`config.mk`:
```
export PLATFORM = sky130hd
export DESIGN_NAME = vector_streamer
export DESIGN_NICKNAME = d
export VERILOG_FILES = /design/src/rtl/vector_streamer.sv
export SDC_FILE = /design/constraint.sdc
export NUM_CORES = 1
export LEC_CHECK = 0
export CAP_MARGIN = 20
export CORE_ASPECT_RATIO = 0.8
export CORE_MARGIN = 8
export CORE_UTILIZATION = 40
export CTS_CLUSTER_DIAMETER = 100
export DETAILED_ROUTE_END_ITERATION = 8
export PLACE_DENSITY = 0.69
export REMOVE_ABC_BUFFERS = 1
export SETUP_SLACK_MARGIN = 0.3
export SLEW_MARGIN = 0
export SYNTH_ARGS = -nofsm -noshare
export SYNTH_HDL_FRONTEND = slang
export SYNTH_SLANG_ARGS = --single-unit
```
`constraint.sdc`:
```
create_clock -name clk -period 2.3 [get_ports clk]
set_input_delay 0.345 -clock clk [delete_from_list [all_inputs] [get_ports clk]]
set_output_delay 0.345 -clock clk [all_outputs]
set_load 0.02 [all_outputs]
```
`src/rtl/vector_streamer.sv`:
```
// vector_streamer: fetches IN_DIM-element vectors from activation memory and
// presents them one at a time to a downstream feeder with valid/ready handshake.
`default_nettype none

module vector_streamer #(
  parameter int DATA_WIDTH = 8,
  parameter int IN_DIM     = 3,
  parameter int ADDR_WIDTH = 8,
  parameter int CNT_WIDTH  = 8
) (
  input  logic                         clk,
  input  logic                         rst_n,
  input  logic                         start,
  input  logic                         abort,
  input  logic [ADDR_WIDTH-1:0]        base_addr,
  input  logic [CNT_WIDTH-1:0]         num_vectors,
  output logic                         mem_rd_en,
  output logic [ADDR_WIDTH-1:0]        mem_addr,
  input  logic [DATA_WIDTH-1:0]        mem_rd_data,
  input  logic                         ready,
  output logic                         vector_valid,
  output logic [IN_DIM*DATA_WIDTH-1:0] vector_out,
  output logic                         vectors_complete,
  output logic                         busy,
  output logic [CNT_WIDTH-1:0]         vec_count
);

  localparam int IDX_W = (IN_DIM > 1) ? $clog2(IN_DIM) : 1;
  localparam logic [IDX_W-1:0] LAST_IDX = IDX_W'(IN_DIM - 1);

  typedef enum logic [1:0] {
    IDLE     = 2'd0,
    FETCH    = 2'd1,
    PRESENT  = 2'd2,
    COMPLETE = 2'd3
  } state_t;

  state_t                        state_q;
  logic                          mem_rd_en_q;
  logic [ADDR_WIDTH-1:0]         mem_addr_q;
  logic [IDX_W-1:0]              rd_idx_q;
  logic [IDX_W-1:0]              cap_idx_q;
  logic                          cap_vld_q;
  logic [CNT_WIDTH-1:0]          num_q;
  logic [CNT_WIDTH-1:0]          vec_count_q;
  logic [IN_DIM*DATA_WIDTH-1:0]  vec_q;

  logic [CNT_WIDTH:0]            vec_count_d;
  logic                          more_d;

  assign vec_count_d = {1'b0, vec_count_q} + {{CNT_WIDTH{1'b0}}, 1'b1};
  assign more_d      = (vec_count_d < {1'b0, num_q});

  always_ff @(posedge clk or negedge rst_n) begin
    if (!rst_n) begin
      state_q     <= IDLE;
      mem_rd_en_q <= 1'b0;
      mem_addr_q  <= '0;
      rd_idx_q    <= '0;
      cap_idx_q   <= '0;
      cap_vld_q   <= 1'b0;
      num_q       <= '0;
      vec_count_q <= '0;
      vec_q       <= '0;
    end else if (abort && (state_q != IDLE)) begin
      // Job dropped; vec_count keeps the number of vectors already handed off.
      state_q     <= IDLE;
      mem_rd_en_q <= 1'b0;
      cap_vld_q   <= 1'b0;
    end else begin
      case (state_q)
        IDLE: begin
          if (start && !abort) begin
            vec_count_q <= '0;
            vec_q       <= '0;
            num_q       <= num_vectors;
            if (num_vectors != '0) begin
              state_q     <= FETCH;
              mem_rd_en_q <= 1'b1;
              mem_addr_q  <= base_addr;
              rd_idx_q    <= '0;
              cap_vld_q   <= 1'b0;
            end else begin
              state_q <= COMPLETE;
            end
          end
        end

        FETCH: begin
          // Read data trails its strobe by one cycle, so capture lags issue by one.
          if (cap_vld_q) begin
            for (int k = 0; k < IN_DIM; k++) begin
              if (cap_idx_q == IDX_W'(k)) begin
                vec_q[k*DATA_WIDTH +: DATA_WIDTH] <= mem_rd_data;
              end
            end
            if (cap_idx_q == LAST_IDX) begin
              state_q <= PRESENT;
            end
          end
          cap_vld_q <= mem_rd_en_q;
          cap_idx_q <= rd_idx_q;
          if (mem_rd_en_q) begin
            if (rd_idx_q == LAST_IDX) begin
              mem_rd_en_q <= 1'b0;
            end else begin
              rd_idx_q   <= rd_idx_q + IDX_W'(1);
              mem_addr_q <= mem_addr_q + ADDR_WIDTH'(1);
            end
          end
        end

        PRESENT: begin
          if (ready) begin
            vec_count_q <= vec_count_d[CNT_WIDTH-1:0];
            if (more_d) begin
              state_q     <= FETCH;
              mem_rd_en_q <= 1'b1;
              mem_addr_q  <= mem_addr_q + ADDR_WIDTH'(1);
              rd_idx_q    <= '0;
            end else begin
              state_q <= COMPLETE;
            end
          end
        end

        COMPLETE: begin
          state_q <= IDLE;
        end

        default: begin
          state_q <= IDLE;
        end
      endcase
    end
  end

  assign mem_rd_en        = mem_rd_en_q;
  assign mem_addr         = mem_addr_q;
  assign vector_out       = vec_q;
  assign vec_count        = vec_count_q;
  assign vector_valid     = (state_q == PRESENT);
  assign vectors_complete = (state_q == COMPLETE);
  assign busy             = (state_q != IDLE);

endmodule

`default_nettype wire

```
==> results.md, run 1 <==
* Clock root cell: clkbuf_8
* Fmax achieved at 0.389 GHz
* Final Critical Period at 2.57 ns
* Yosys reg bits at 56
* Post-synthesis adder-cell area fraction at 0.0577
* Mux cell area share after synthesis at 0.129
* Largest family of logic cells by synthesized area: simple AND/OR/NAND/NOR gates
* Library cells used by synthesis at 49
* Wire per inst at 16.6 µm
* Layout cells sized above 1 at 0.309
* Site Rows at 28
* Most used DFF post-synth: dfrtp_1
* Worst Slack Setup Final at -0.270 ns
* Initial antenna violation count at 0
* H-tree levels at 2
* Sink Count at 56
* Compound-gate portion of the synthesized area at 0.134
* Number of DRC markers in iteration 0 at 86
* Post-synth EDFFs at 0
* CORE AREA at 7390 µm²
* Slew HR at 0.565
* Final GP Congestion at 0.862
* First-pass GRT wire length at 13400 µm
* Vias at 2527
* Height of the die at 93.9 µm
* Cell Chain, Critical Path: buf_6, ha_4, nand3_4, nor2_4, xor2_2, ha_1, and3_4, nand4_1, a2bb2oi_2, nand4_4, buf_6, o22a_1
* Die area at 10700 µm²
* Worst Hold Class: in2async
* Via/cell ratio at 5.05
* Syn_area_per_cell at 10.8 µm²
* Drt first pass iters at 4
* Synth warnings at 0
* Slew @ Worst Pin at 0.652 ns
* GRT Util Overall at 0.153
* Post-Synth Simple-Gate Area at 0.161
* Data arrival, critical path at 2.76 ns
* Failing checks: negative setup slack
* XOR/XNOR Fraction of Synth Area at 0.0173
* Max incr delay on CP at 0.40 ns
* Required @ worst endpoint at 2.49 ns
* CTS buffer count at 5
* CP Launch Type: register
* CP max stage cell: dfrtp_1
* Worst-skew pair later-pin latency at 0.31 ns
* Placed cells at 475
* Cts hold-fix bufs at 0
* Hold Fails Final Rpt at 0
* Fin cells at 500
* Final setup violation count at 12
* Antenna-violating nets left at 0
* Critical setup path kind: reg2reg
* Initial Utilization at 0.411
* Clock transition at path regs at 0.11 ns
* Maximum VDD drop at 0.675 mV
* Synth Instances at 282
* Final Power at 5370 µW
* Status: complete, but fails checks
* Sequential area share after synthesis at 0.461
* R2R Setup Slk at -0.27 ns
* Diodes inserted at 0
* Max clock buf depth at 2
* Ports at 73
* Die X at 113 µm
* Final Net Count at 437
* # port buffers at 72
* Leakage at 0.00200 µW
* Worst Setup End Kind: register
* Overflow after GRT at 0
* Tcrit/Tclk final at 1.12
* Pwr/cell area at 1200 nW/µm²
* Worst-path fanout max at 6
* Most frequent CP cell: buf_6
* Largest net degree at the start of global routing at 29
* CTS tree: yes
* Synth-to-Final Area Change at 47.8%
* RSZ-0062 raised after global routing: true
* Max-Cap Viols at 0
* Hold_ws at 0.0437 ns
* Vias in the first global route at 2663
* Routed WL at 8290 µm
* Detail Placement HPWL at 5990 µm
* Post-synth ARST share at 1.00
* DRC violations left at 0
* Mapped cell area at 3040 µm²
* Max Slew Vio Count at 0
* Post-placement setup slack at -0.207 ns
* Setup Skew at 0.0135 ns
[logic make-up after synthesis]
family,after synthesis
simple gates,89
compound gates,56
xor+xnor,6
buf+inv,26
flops,56
mux,35
fa+ha+maj,14
[routing by layer]
metal	vias up	part of all wire	GRT usage
met2	69	0.45	0.248
met5	-	0	0
met4	0	0.0092	0.0243
met3	8	0.055	0.0411
li1	1223	-	-
met1	1227	0.49	0.205
[worst max-delay path: cells and delay by family (launching register included)]
kind	cells	cell delay [ns]
AND/OR/NAND/NOR	5	0.72
AO/OA/AOI/OAI	2	0.42
adder cells (fa/ha/maj)	2	0.41
flip-flops	1	0.40
buffers and inverters	2	0.30
XOR/XNOR	1	0.18
[synth_stat cells, types with 3 or more instances]
cell type | instances | area, µm²
inv_1 | 16 | 60.1
xor2_1 | 3 | 26.3
o22a_1 | 8 | 70.1
dfrtp_1 | 56 | 1400
and3_1 | 8 | 50.1
mux2_2 | 32 | 360
nand3_1 | 12 | 60.1
and2_1 | 9 | 56.3
clkbuf_1 | 3 | 11.3
nand2b_1 | 7 | 43.8
o21ai_0 | 17 | 85.1
buf_2 | 5 | 25.0
nor2_1 | 11 | 41.3
ha_1 | 14 | 175
xnor2_1 | 3 | 26.3
a31oi_1 | 4 | 25.0
a21oi_1 | 10 | 50.1
nand2_1 | 27 | 101
[per-stage QoR]
step | util | cell area (µm²) | TNS [ns]
after floorplan | - | 2980 | -3.02
after global placement | 0.544 | 4020 | -1.09
after detailed placement | 0.544 | 4020 | -1.84
after CTS | 0.581 | 4290 | -1.40
after global routing | 0.607 | 4490 | -3.77
final | 0.607 | 4490 | -2.67
[flip-flops by register name, summed over array words and instances, names as in the netlist]
signal and count:
rd_idx_q 2, mem_rd_en 1, cap_idx_q 2, state_q 2, vec_count 8, num_q 8
cap_vld_q 1, mem_addr 8, vector_out 24
[power by group]
| group | leakage [µW] | switching, µW | internal, µW |
|---|---|---|---|
| registers | 0.000716 | 263 | 1330 |
| logic | 0.00124 | 1610 | 1610 |
| clock network | 0.0000423 | 345 | 222 |
[final cells by class]
type | instances | area, µm²
Sequential cell | 56 | 1400
Multi-Input combinational cell | 200 | 1720
Tap cell | 105 | 131
Fill cell | 607 | 2900
Clock buffer | 5 | 68.8
Clock inverter | 3 | 26.3
Inverter | 16 | 60.1
Timing Repair Buffer | 115 | 1080
[cells in the final DEF, fill, tap and decap left out, types with 2 or more instances in the layout]
master / instances
buf_4: 38
o22a_1: 8
a21oi_2: 6
mux2_2: 32
buf_12: 2
nand2b_1: 7
clkdlybuf4s50_1: 66
nand4_1: 2
a31oi_1: 3
dfrtp_1: 55
xnor2_2: 2
a21o_1: 2
ha_1: 9
nor2_4: 2
a21oi_4: 2
nand2_1: 27
dlygate4sd2_1: 2
nor2_1: 10
inv_1: 16
mux2i_1: 2
and3_1: 6
nand3_4: 2
o21ai_1: 3
o21ai_0: 14
nand3_1: 11
clkbuf_8: 5
clkinvlp_4: 2
and2_1: 9
and3_4: 2
buf_6: 3
dlymetal6s2s_1: 3
a21oi_1: 4
ha_4: 4
[path summary, 6_finish.rpt]
check,cells after the start,from,end
hold / removal,1,rst_n,num_q[7]
max in group asynchronous,2,rst_n,vector_out[9]
hold reg to reg,2,rd_idx_q[0],rd_idx_q[0]
min in group clk,2,rd_idx_q[0],rd_idx_q[0]
setup / recovery,12,vec_count[0],mem_addr[3]
setup reg to reg,12,vec_count[0],mem_addr[3]
[timing repair]
item                                    CTS  global route
cloned                                    1             0
pin swaps                                 8            14
endpoints found under the setup margin   39            46
setup buffers                            11             5
gates resized for setup                  15            31
Note: power is estimated with default switching activity, not from simulation.
==> inputs of run 2 (changes only) <==
--- a/config.mk
+++ b/config.mk
@@ -11,10 +11,11 @@
 export CORE_UTILIZATION = 40
 export CTS_CLUSTER_DIAMETER = 100
 export DETAILED_ROUTE_END_ITERATION = 8
+export GPL_TIMING_DRIVEN = 0
 export PLACE_DENSITY = 0.69
 export REMOVE_ABC_BUFFERS = 1
 export SETUP_SLACK_MARGIN = 0.3
-export SLEW_MARGIN = 0
+export SKIP_LAST_GASP = 1
 export SYNTH_ARGS = -nofsm -noshare
 export SYNTH_HDL_FRONTEND = slang
 export SYNTH_SLANG_ARGS = --single-unit
==> results.md, run 2 (synthesized netlist as in run 1, its figures left out) <==
* Status: complete, but fails checks (unchanged)
* Failing checks: negative setup slack (unchanged)
* Fillers at 638 (was 607)
* Number of DRC markers in iteration 0 at 127 (was 86)
* Die X at 113 µm (unchanged)
* CTS buffer count at 5 (unchanged)
* Placed cells at 450 (was 475)
* Largest net degree at the start of global routing at 40 (was 29)
* CTS tree: yes (unchanged)
* GRT Util Overall at 0.158 (was 0.153)
* Detail Placement HPWL at 5380 µm (was 5990 µm)
* Buffer and inverter count on the worst path at 0 (was 2)
* H-tree levels at 2 (unchanged)
* Cell Chain, Critical Path: and3_4, nand3_4, xnor2_1, ha_1, and3_4, nand4_1, a2bb2oi_4, and2_1, and3_1, o211ai_2 (was buf_6, ha_4, nand3_4, nor2_4, xor2_2, ha_1, and3_4, nand4_1, a2bb2oi_2, nand4_4, buf_6, o22a_1)
* Sink Count at 56 (unchanged)
* Synth-to-Final Area Change at 44.1% (was 47.8%)
* Tcrit/Tclk final at 1.09 (was 1.12)
* Final setup violation count at 12 (unchanged)
* CORE AREA at 7390 µm² (unchanged)
* Site Rows at 28 (unchanged)
* Worst Setup End Kind: register (unchanged)
* Final GP Congestion at 0.783 (was 0.862)
* First-pass GRT wire length at 13700 µm (was 13400 µm)
* Data arrival, critical path at 2.70 ns (was 2.76 ns)
* Fin cells at 478 (was 500)
* Setup Skew at 0.0117 ns (was 0.0135 ns)
* Die area at 10700 µm² (unchanged)
* Required @ worst endpoint at 2.49 ns (about the same)
* Vias in the first global route at 2645 (was 2663)
* Most common cell after layout, fill and taps aside: clkdlybuf4s50_1 (unchanged)
* Initial Utilization at 0.411 (unchanged)
* RSZ-0062 raised after global routing: true (unchanged)
* Most frequent cells in the layout: clkdlybuf4s50_1 (68), dfrtp_1 (51), mux2_2 (32), nand2_1 (27), o21ai_0 (17) (was clkdlybuf4s50_1 (66), dfrtp_1 (55), buf_4 (38), mux2_2 (32), nand2_1 (27))
* Antenna-violating nets left at 0 (unchanged)
* Maximum VDD drop at 0.875 mV (was 0.675 mV)
* # port buffers at 72 (unchanged)
* Max clock buf depth at 2 (unchanged)
* Worst path top cell family by delay: simple AND/OR/NAND/NOR gates (unchanged)
* Routed WL at 8080 µm (was 8290 µm)
* Most frequent CP cell: and3_4 (was buf_6)
* Drt first pass iters at 4 (unchanged)
* Slew @ Worst Pin at 0.743 ns (was 0.652 ns)
* Worst Hold Class: reg2reg (was in2async)
* Wire per inst at 16.9 µm (was 16.6 µm)
* Leakage at 0.00183 µW (was 0.00200 µW)
* DRC violations left at 0 (unchanged)
* CP Launch Type: register (unchanged)
* Clock root cell: clkbuf_8 (unchanged)
* Hold Fails Final Rpt at 0 (unchanged)
* Max incr delay on CP at 0.44 ns (was 0.40 ns)
* Vias at 2499 (was 2527)
* Initial antenna violation count at 0 (unchanged)
* Worst-skew pair later-pin latency at 0.31 ns (about the same)
* Worst Slack Setup Final at -0.209 ns (was -0.270 ns)
* Clock transition at path regs at 0.10 ns (was 0.11 ns)
* Pwr/cell area at 1230 nW/µm² (was 1200 nW/µm²)
* Max-Cap Viols at 0 (unchanged)
* Final Power at 5380 µW (was 5370 µW)
* Slew HR at 0.503 (was 0.565)
* CP max stage cell: dfrtp_2 (was dfrtp_1)
* Via/cell ratio at 5.23 (was 5.05)
* Height of the die at 93.9 µm (unchanged)
* Fmax achieved at 0.399 GHz (was 0.389 GHz)
* Ports at 73 (unchanged)
* Worst-path fanout max at 4 (was 6)
* Layout cells sized above 1 at 0.282 (was 0.309)
* Final Critical Period at 2.51 ns (was 2.57 ns)
* Overflow after GRT at 0 (unchanged)
* Largest register FFs at 24 (unchanged)
* Core Util, Final at 0.592 (was 0.607)
* Critical setup path kind: reg2reg (unchanged)
* Diodes inserted at 0 (unchanged)
* Max Slew Vio Count at 0 (unchanged)
* Final Net Count at 415 (was 437)
-- run 2: where the power goes --
part | switching (µW) | leakage, µW | total [µW] | internal (µW)
Combinational | 1610 | 0.00108 | 3200 | 1590
Sequential | 284 | 0.000710 | 1620 | 1340
Clock | 341 | 0.0000445 | 558 | 217
Total | 2240 | 0.00183 | 5380 | 3150
-- run 2: what timing repair did --
item | 4_1_cts | 5_1_grt
setup endpoints to repair | 41 | 40
gates cloned | 2 | 0
pin swaps | 13 | 3
setup buffers | 16 | 1
gates resized for setup | 37 | 14
hold endpoints to repair | 17 | 0
hold buffers | 1 | 0
-- run 2: per-stage QoR --
stage	TNS [ns]	hold slack, ns	setup slack, ns	cell area (µm²)
5_1_grt	-3.39	0.515	-0.323	4380
6_report	-1.91	0.492	-0.209	4380
2_1_floorplan	-3.02	0.0494	-0.417	2980
4_1_cts	-2.30	0.497	-0.212	4290
3_5_place_dp	-12.74	0.317	-0.704	3840
3_3_place_gp	-61.23	0.465	-0.900	3830
-- run 2: worst paths after layout --
| path | to | cells past startpoint | startpoint | slack, ns |
|---|---|---|---|---|
| worst max-delay path | mem_rd_en | 10 | vec_count[0] | -0.21 |
| worst min-delay path | rd_idx_q[0] | 2 | rd_idx_q[0] | 0.49 |
| worst max register to register | mem_rd_en | 10 | vec_count[0] | -0.21 |
| worst min register to register | rd_idx_q[0] | 2 | rd_idx_q[0] | 0.49 |
| max in group asynchronous | rd_idx_q[0] | 3 | rst_n | 1.23 |
| min in group asynchronous | num_q[0] | 2 | rst_n | 0.50 |
-- run 2: layer usage --
layer	vias to the layer above	track usage	wire length, µm
li1	1190	-	-
met1	1230	0.217	3900
met2	77	0.246	3680
met3	2	0.0437	482
met4	0	0.0232	19
met5	-	0	0
-- run 2: layout make-up --
type / instances / area, µm² / share of cell area
inverter: 16 / 60.1 / 0.0137
tap: 105 / 131 / 0.0300
timing repair buffer: 91 / 910 / 0.208
clock inverter: 3 / 21.3 / 0.00486
sequential: 56 / 1410 / 0.322
clock buffer: 5 / 68.8 / 0.0157
multi-input combinational: 202 / 1780 / 0.406
-- run 2: tightest hold or removal path, stage by stage (launching register included) --
cell and delay, ns:
dfrtp_1 0.36, nand2_1 0.05, o21ai_0 0.06
==> inputs of run 3 (changes only) <==
--- a/config.mk
+++ b/config.mk
@@ -19,3 +19,4 @@
 export SYNTH_ARGS = -nofsm -noshare
 export SYNTH_HDL_FRONTEND = slang
 export SYNTH_SLANG_ARGS = --single-unit
+export TNS_END_PERCENT = 20
==> results.md, run 3 (synthesized netlist as in run 1, its figures left out) <==
* Status: complete, but fails checks (unchanged)
* Failing checks: negative setup slack (unchanged)
* Placed cells at 450 (unchanged)
* Drt first pass iters at 4 (unchanged)
* Height of the die at 93.9 µm (unchanged)
* DRC violations left at 0 (unchanged)
* Vias in the first global route at 2557 (was 2645)
* Maximum VDD drop at 0.882 mV (was 0.875 mV)
* Max-Cap Viols at 0 (unchanged)
* Worst hold path endpoint: rd_idx_q[0] (unchanged)
* Clock transition at path regs at 0.10 ns (about the same)
* Final Net Count at 409 (was 415)
* Overflow after GRT at 0 (unchanged)
* R2R Setup Slk at -0.19 ns (was -0.21 ns)
* Largest register FFs at 24 (unchanged)
* Required @ worst endpoint at 2.55 ns (was 2.49 ns)
* H-tree levels at 2 (unchanged)
* # port buffers at 72 (unchanged)
* Max clock buf depth at 2 (unchanged)
* Detail Placement HPWL at 5380 µm (unchanged)
* Area of the multi-input gates at 1720 µm² (was 1780 µm²)
* Number of DRC markers in iteration 0 at 115 (was 127)
* Tcrit/Tclk final at 1.08 (was 1.09)
* Fin cells at 472 (was 478)
* Data arrival, critical path at 2.74 ns (was 2.70 ns)
* R2R depth at 11 (was 10)
* Largest net degree at the start of global routing at 40 (unchanged)
* CORE AREA at 7390 µm² (unchanged)
* Most frequent cells in the layout: clkdlybuf4s50_1 (71), dfrtp_1 (52), mux2_2 (32), nand2_1 (27), o21ai_0 (17) (was clkdlybuf4s50_1 (68), dfrtp_1 (51), mux2_2 (32), nand2_1 (27), o21ai_0 (17))
* CP Launch Type: register (unchanged)
* Antenna-violating nets left at 0 (unchanged)
* Pwr/cell area at 1200 nW/µm² (was 1230 nW/µm²)
* Worst Setup End Kind: register (unchanged)
* Initial antenna violation count at 0 (unchanged)
* Die area at 10700 µm² (unchanged)
* Final instance area at 4240 µm² (was 4380 µm²)
* Ports at 73 (unchanged)
* Die X at 113 µm (unchanged)
* Worst Slack Setup Final at -0.192 ns (was -0.209 ns)
* Synth-to-Final Area Change at 39.8% (was 44.1%)
* First-pass GRT wire length at 13300 µm (was 13700 µm)
* Register Area at 1410 µm² (about the same)
* RSZ-0062 raised after global routing: true (unchanged)
* HP Start: rd_idx_q[0] (unchanged)
* Final Critical Period at 2.49 ns (was 2.51 ns)
* Final setup violation count at 22 (was 12)
* Worst-skew pair later-pin latency at 0.31 ns (about the same)
* Routed WL at 7810 µm (was 8080 µm)
* Fillers at 658 (was 638)
* Beginning of the worst register-to-register path: vec_count[0] (unchanged)
* CTS tree: yes (unchanged)
* Worst-path fanout max at 5 (was 4)
* Worst Hold Class: reg2reg (unchanged)
* Initial Utilization at 0.411 (unchanged)
* Slew @ Worst Pin at 0.740 ns (was 0.743 ns)
* Fmax achieved at 0.401 GHz (was 0.399 GHz)
* Via/cell ratio at 5.14 (was 5.23)
* Sink Count at 56 (unchanged)
* Wire per inst at 16.5 µm (was 16.9 µm)
* Layout cells sized above 1 at 0.248 (was 0.282)
* FF-to-FF End: mem_addr[6] (was mem_rd_en)
* Vias at 2424 (was 2499)
* Critical setup path kind: reg2reg (unchanged)
* Leakage at 0.00177 µW (was 0.00183 µW)
* Slew HR at 0.505 (was 0.503)
* Setup Skew at 0.0133 ns (was 0.0117 ns)
* DP Area at 3840 µm² (unchanged)
* Hold_ws at 0.491 ns (was 0.492 ns)
* Clock root cell: clkbuf_8 (unchanged)
* Final GP Congestion at 0.783 (unchanged)
* Max Slew Vio Count at 0 (unchanged)
* GRT Util Overall at 0.152 (was 0.158)
* Hold Fails Final Rpt at 0 (unchanged)
* Final Power at 5110 µW (was 5380 µW)
* Most common cell after layout, fill and taps aside: clkdlybuf4s50_1 (unchanged)
* Diodes inserted at 0 (unchanged)
* Site Rows at 28 (unchanged)
* Min-Delay Path Depth at 2 (unchanged)
* CTS buffer count at 5 (unchanged)
## run 3: worst max-delay path, cell delays in order, from the launching register on
cell and delay [ns]:
dfrtp_2 0.44, and3_4 0.22, nand3_4 0.10, xnor2_1 0.28, ha_1 0.30, and3_4 0.18
nand4_1 0.13, a2bb2oi_4 0.20, nand4_4 0.16, buf_6 0.19, a21oi_2 0.10, o22a_1 0.13
## run 3: repair_timing
action / 4_1_cts / 5_1_grt
pin swaps: 13 / 3
resized for setup: 26 / 9
endpoints found under the hold margin: 17 / 0
buffers inserted: 11 / 0
setup endpoints to repair: 41 / 49
gates cloned: 2 / 0
hold buffers: 1 / 0
## run 3: worst max path at each step
stage | startpoint | end | slack, ns
finish | vec_count[0] | mem_addr[6] | -0.19
global placement | rst_n | vector_out[22] | -0.90
CTS | vec_count[1] | mem_addr[3] | -0.21
floorplan | vec_count[0] | mem_addr[7] | -0.42
global route | vec_count[1] | mem_addr[5] | -0.32
detailed placement | vec_count[0] | mem_addr[7] | -0.70
## run 3: cell type report
| type | count | share of cell area |
|---|---|---|
| Inverter | 16 | 0.0142 |
| Tap cell | 105 | 0.0310 |
| Multi-Input combinational cell | 202 | 0.404 |
| Timing Repair Buffer | 85 | 0.198 |
| Sequential cell | 56 | 0.331 |
| Clock buffer | 5 | 0.0162 |
| Clock inverter | 3 | 0.00501 |
## run 3: metrics by stage
step | utilization | worst slack (ns) | TNS (ns)
2_1_floorplan | - | -0.417 | -3.02
3_5_place_dp | 0.520 | -0.704 | -12.74
6_report | 0.574 | -0.192 | -2.32
3_3_place_gp | 0.518 | -0.900 | -61.23
4_1_cts | 0.566 | -0.212 | -2.95
5_1_grt | 0.574 | -0.316 | -6.66
## run 3: routing by layer
metal | part of all wire | GRT usage
met2 | 0.44 | 0.233
met5 | 0 | 0
met1 | 0.49 | 0.212
met3 | 0.062 | 0.0443
met4 | 0.0013 | 0.0188
## run 3: report_power, final
part | total, µW | internal (µW) | switching, µW | leakage, µW
Combinational | 2940 | 1430 | 1510 | 0.00102
Sequential | 1610 | 1330 | 281 | 0.000712
Clock | 557 | 217 | 340 | 0.0000445
